[config.mk]
export PLATFORM = sky130hd
export DESIGN_NAME = text_render_ctrl
export DESIGN_NICKNAME = d
export VERILOG_FILES = /design/src/rtl/text_render_ctrl.sv
export SDC_FILE = /design/constraint.sdc
export NUM_CORES = 1
export LEC_CHECK = 0
export ABC_CLOCK_PERIOD_IN_PS = 3400
export BUFFER_PORTS_ARGS = -buffer_cell sky130_fd_sc_hd__buf_2
export CAP_MARGIN = 5
export CELL_PAD_IN_SITES_DETAIL_PLACEMENT = 0
export CELL_PAD_IN_SITES_GLOBAL_PLACEMENT = 1
export CORE_MARGIN = 1
export CORE_UTILIZATION = 31
export DETAILED_ROUTE_END_ITERATION = 8
export PLACE_DENSITY_LB_ADDON = 0.1
export SETUP_SLACK_MARGIN = 0.1
export SYNTH_ARGS = -nofsm -noshare
export SYNTH_HDL_FRONTEND = slang
export SYNTH_SLANG_ARGS = --single-unit
[constraint.sdc]
create_clock -name i_clk -period 3.4 [get_ports i_clk]
set_input_delay 0 -clock i_clk [delete_from_list [all_inputs] [get_ports i_clk]]
set_output_delay 0 -clock i_clk [all_outputs]
set_load 0.05 [all_outputs]
[src/rtl/text_render_ctrl.sv]
// Character-cell text renderer: pixel coordinates in, rendered pixel out,
// fixed 3-clock pipeline (text RAM lookup, font ROM lookup, output register)
// with a blinking block cursor driven by a vsync-edge frame counter.
module text_render_ctrl #(
  parameter int COLS         = 80,
  parameter int ROWS         = 60,
  parameter int BLINK_FRAMES = 30
) (
  input  logic        i_clk,
  input  logic        i_rstn,
  input  logic [9:0]  i_px,
  input  logic [9:0]  i_py,
  input  logic        i_de,
  input  logic        i_hs,
  input  logic        i_vs,
  output logic [12:0] o_txt_addr,
  input  logic [7:0]  i_txt_data,
  output logic [10:0] o_font_addr,
  output logic [2:0]  o_font_bit,
  input  logic        i_font_data,
  input  logic [6:0]  i_cur_col,
  input  logic [5:0]  i_cur_row,
  input  logic        i_cur_en,
  output logic        o_pix,
  output logic        o_de,
  output logic        o_hs,
  output logic        o_vs
);

  localparam logic [10:0] X_LIM = 11'(COLS * 8);
  localparam logic [10:0] Y_LIM = 11'(ROWS * 8);
  localparam int CNT_W = (BLINK_FRAMES > 1) ? $clog2(BLINK_FRAMES) : 1;
  localparam logic [CNT_W-1:0] CNT_LAST = CNT_W'(BLINK_FRAMES - 1);

  typedef struct packed {
    logic de;
    logic hs;
    logic vs;
  } timing_t;

  typedef struct packed {
    logic [2:0] px;
    logic [2:0] py;
    logic       in_range;
    logic       hit;
    timing_t    tim;
  } stage1_t;

  typedef struct packed {
    logic    in_range;
    logic    hit;
    timing_t tim;
  } stage2_t;

  stage1_t          s1_q, s1_d;
  stage2_t          s2_q, s2_d;
  timing_t          tim3_q, tim3_d;
  logic             pix_q, pix_d;
  logic             vs_prev_q, vs_prev_d;
  logic [CNT_W-1:0] frame_cnt_q, frame_cnt_d;
  logic             blink_on_q, blink_on_d;

  logic in_range0;
  logic hit0;

  // Stage 0: range test, cursor hit and text RAM address from raw coordinates
  always_comb begin
    in_range0 = ({1'b0, i_px} < X_LIM) && ({1'b0, i_py} < Y_LIM);
    hit0      = i_cur_en && (i_px[9:3] == i_cur_col) && (i_py[9:3] == {1'b0, i_cur_row});
    if (in_range0) begin
      o_txt_addr = 13'(i_py[9:3]) * 13'(COLS) + 13'(i_px[9:3]);
    end else begin
      o_txt_addr = '0;
    end
  end

  // Font ROM request: character from text RAM paired with the stage-1 cell offsets
  always_comb begin
    o_font_addr = {i_txt_data, s1_q.py};
    o_font_bit  = 3'd7 - s1_q.px;
  end

  // Next-state for the pixel pipeline, vsync edge detector and blink counter
  always_comb begin
    s1_d.px       = i_px[2:0];
    s1_d.py       = i_py[2:0];
    s1_d.in_range = in_range0;
    s1_d.hit      = hit0;
    s1_d.tim      = '{de: i_de, hs: i_hs, vs: i_vs};

    s2_d.in_range = s1_q.in_range;
    s2_d.hit      = s1_q.hit;
    s2_d.tim      = s1_q.tim;

    tim3_d = s2_q.tim;
    pix_d  = s2_q.tim.de & s2_q.in_range & (i_font_data ^ (s2_q.hit & blink_on_q));

    vs_prev_d   = i_vs;
    frame_cnt_d = frame_cnt_q;
    blink_on_d  = blink_on_q;
    if (i_vs && !vs_prev_q) begin
      if (frame_cnt_q == CNT_LAST) begin
        frame_cnt_d = '0;
        blink_on_d  = ~blink_on_q;
      end else begin
        frame_cnt_d = frame_cnt_q + 1'b1;
      end
    end
  end

  // State registers; blink starts in the visible (inverting) phase
  always_ff @(posedge i_clk or negedge i_rstn) begin
    if (!i_rstn) begin
      s1_q        <= '0;
      s2_q        <= '0;
      tim3_q      <= '0;
      pix_q       <= 1'b0;
      vs_prev_q   <= 1'b0;
      frame_cnt_q <= '0;
      blink_on_q  <= 1'b1;
    end else begin
      s1_q        <= s1_d;
      s2_q        <= s2_d;
      tim3_q      <= tim3_d;
      pix_q       <= pix_d;
      vs_prev_q   <= vs_prev_d;
      frame_cnt_q <= frame_cnt_d;
      blink_on_q  <= blink_on_d;
    end
  end

  assign o_pix = pix_q;
  assign o_de  = tim3_q.de;
  assign o_hs  = tim3_q.hs;
  assign o_vs  = tim3_q.vs;

endmodule

==> flow_summary.ini <==
[power]
irDropWorstVdd_mv = 0.187
power_uw = 867
leakage_nw = 1.02
power.density_mw_per_mm2 = 424

[sta]
rsz0062_at_grt = false
fin_tns_setup_ns = 0
tightest_slew_ns = 0.561
finalHoldViolCount = 0
finalSetupViolCount = 0
min_period_ns = 2.21
slew_headroom_pct = 62.6
slew_violations = 0
fin_crit_sh_pct = 64.9
skew_ns = 0.00178
max_freq_ghz = 0.453

[detailed_routing]
viasPerCell = 4.51
routedWlPerCell_um = 12.0
firstDrtPassIters = 2
routed-wl-met2_mm = 1.86
num_vias = 1275
top_layer = met4
drt_iter0_drc = 33
drc = 0
routed_wl_mm = 3.39
route.met3.wl_um = 163
ant_nets = 0
met1_length_mm = 1.33

[floorplan]
boundaryPins = 79
dieHeight_um = 73.3
start_util_pct = 32.7
dieArea_sq_mm = 0.00537
rows = 25
fp.dieW_um = 73.3
core_area_sq_mm = 0.00482

[critical_path]
cp_max_fo = 4
startpoint = i_py[4]
r2r_start = frame_cnt_q[0]
required_ns = 3.40
crit_arrival_ns = 2.21
reg2regPathDepth = 4
reg2reg_to = frame_cnt_q[1]
reg2reg_slack_ns = 2.00
critPathKind = in -> out
end_kind = output pin
start_kind = primary input

[placed_design]
post-dp-hpwl_mm = 2.82
place.gp.congestion = 0.746
dpl.cell_count = 268
portBuffers = 62

[yosys]
synth_cell_types = 36
yosys.area_share.xor_xnor_pct = 12.2
synth_top_family_by_area = simple AND/OR/NAND/NOR gates
synth_area_sq_mm = 0.00158
synth_compound_area_share_pct = 8.58
seq_area_frac_synth_pct = 41.4
synth-seq-cells = 26
synth_nets = 216
synth.area.mux_share_pct = 0
synth-simple-area-share_pct = 15.9
syn_avg_cell_area_sq_um = 10.4
yosys_warnings = 0
synthAdderAreaFrac_pct = 14.5
syn_inst = 151

[global_route]
grt_pass1_vias = 1370
track_usage_pct = 13.2
grt_max_degree = 27
antenna_found_initial = 0
grt_pass1_wl_mm = 5.62
grt_overflow = 0

[cts]
cts_root_buf = clkbuf_8
clock_latency_ns = 0.26
postCtsResizedCells = 0
cts_sinks = 26
cts_max_level = 1
cts_buffers = 3
cts_tree = yes
clockBufferDepth = 2

[layout]
synthToLayoutAreaGrowth_pct = 29.9
post-route-util_pct = 42.5
fin_nets = 282
fill_cells = 494
final-instance-count-excl-fill = 283
drive_gt1_share_pct = 33.3
num_antenna_cells = 0

[run_status]
status = complete, no violations

[worst_hold_path]
hold_path_end = o_font_addr[9]
hold_path_class = in -> out
hold_depth = 0
hp-start = i_txt_data[6]

[job]
cap_violations = 0
-- report_power, final --
| part | switching, mW | internal (mW) | leakage, nW |
|---|---|---|---|
| combinational | 0.183 | 0.117 | 0.677 |
| clock | 0.0838 | 0.103 | 0.0288 |
| sequential | 0.0306 | 0.349 | 0.314 |
| total | 0.298 | 0.569 | 1.02 |
-- cells by family after synthesis --
logic type,count (synthesis)
AO/OA/AOI/OAI,21
XOR/XNOR,22
adder cells (fa/ha/maj),17
buffers and inverters,20
flip-flops,26
AND/OR/NAND/NOR,45
-- synth_stat cells --
master	count	area [sq um]
nor2_1	9	33.8
and2_1	6	37.5
inv_1	8	30.0
and4_1	1	8.76
a21oi_1	2	10.0
nand3_1	2	10.0
dfstp_2	1	26.3
nor3_1	3	15.0
nand4_1	5	31.3
o21ba_2	1	10.0
buf_4	11	82.6
nor4_2	1	12.5
nand2_1	6	22.5
dfrtp_1	25	626
a21o_1	3	22.5
nor4_1	1	6.26
o211ai_1	1	7.51
ha_1	15	188
o21ai_0	8	40.0
nor3b_1	1	7.51
buf_2	1	5.00
nand4b_1	1	8.76
a211oi_1	1	7.51
nand2b_1	1	6.26
and3_1	1	6.26
o22ai_1	1	6.26
or3_1	1	6.26
xor2_1	7	61.3
a21o_2	1	8.76
a31oi_1	1	6.26
xnor2_1	15	131
fa_1	2	40.0
a31o_1	1	8.76
o31ai_1	1	7.51
nor2b_1	4	25.0
or2_2	2	12.5
-- per-stage QoR --
step / instance area (sq um) / hold slack (ns) / setup slack (ns)
finish: 2050 / 0.0000190 / 1.19
global route: 2050 / 0.000150 / 1.01
CTS: 2050 / 0.000370 / 1.18
detailed placement: 1880 / 0.000370 / 1.19
global placement: 1880 / 0.000370 / 1.23
floorplan: 1580 / -0.296 / 1.03
-- what timing repair did --
item | CTS | global route
hold buffers | 11 | 0
endpoints found under the hold margin | 35 | 0
buffers inserted | 0 | 0
-- metal layers --
metal	vias to the layer above	global-route usage, %
met5	-	0
met4	0	4.36
met3	8	1.65
met2	37	27.1
met1	599	13.5
li1	631	-
-- sequential cells by signal (all words and copies together) (netlist names) --
register	cells
o_pix	1
o_vs	1
s1_q	7
vs_prev_q	1
o_de	1
o_font_addr	3
o_hs	1
s2_q	5
frame_cnt_q	5
blink_on_q	1
-- worst max-delay path, stage by stage --
cell and delay [ns]:
buf_2 0.13, ha_1 0.29, ha_1 0.23, fa_1 0.41, xor2_1 0.22, nand2_1 0.13, nor4_2 0.33, xnor2_1 0.11
nor2_1 0.09, buf_2 0.27
-- how the worst max path moves through the flow --
stage,endpoint,slack [ns]
after floorplan,o_txt_addr[12],1.03
after global placement,o_txt_addr[12],1.23
after detailed placement,o_txt_addr[11],1.19
after CTS,o_txt_addr[11],1.18
after global routing,o_txt_addr[12],1.01
final,o_txt_addr[11],1.19
-- cells in the final DEF, fill, tap and decap left out, types with 2 or more instances in the layout --
cell	count
xor2_1	7
a21oi_1	2
nand2_1	6
o21ai_0	8
clkbuf_8	4
nand4_1	5
buf_2	62
xnor2_1	15
inv_1	8
nand3_1	2
dlygate4sd3_1	11
a21o_1	3
nor2_1	9
nor3_1	3
fa_1	2
ha_1	15
or2_2	2
dfrtp_1	25
nor2b_1	4
and2_1	6
-- cell type report --
type	instances	area [sq um]	share of cell area [%]
inverter	8	30.0	1.47
multi-input combinational	105	806	39.4
tap	67	83.8	4.10
clock buffer	4	55.1	2.69
timing repair buffer	73	420	20.5
sequential	26	652	31.8
(Power assumes the default switching activity.)
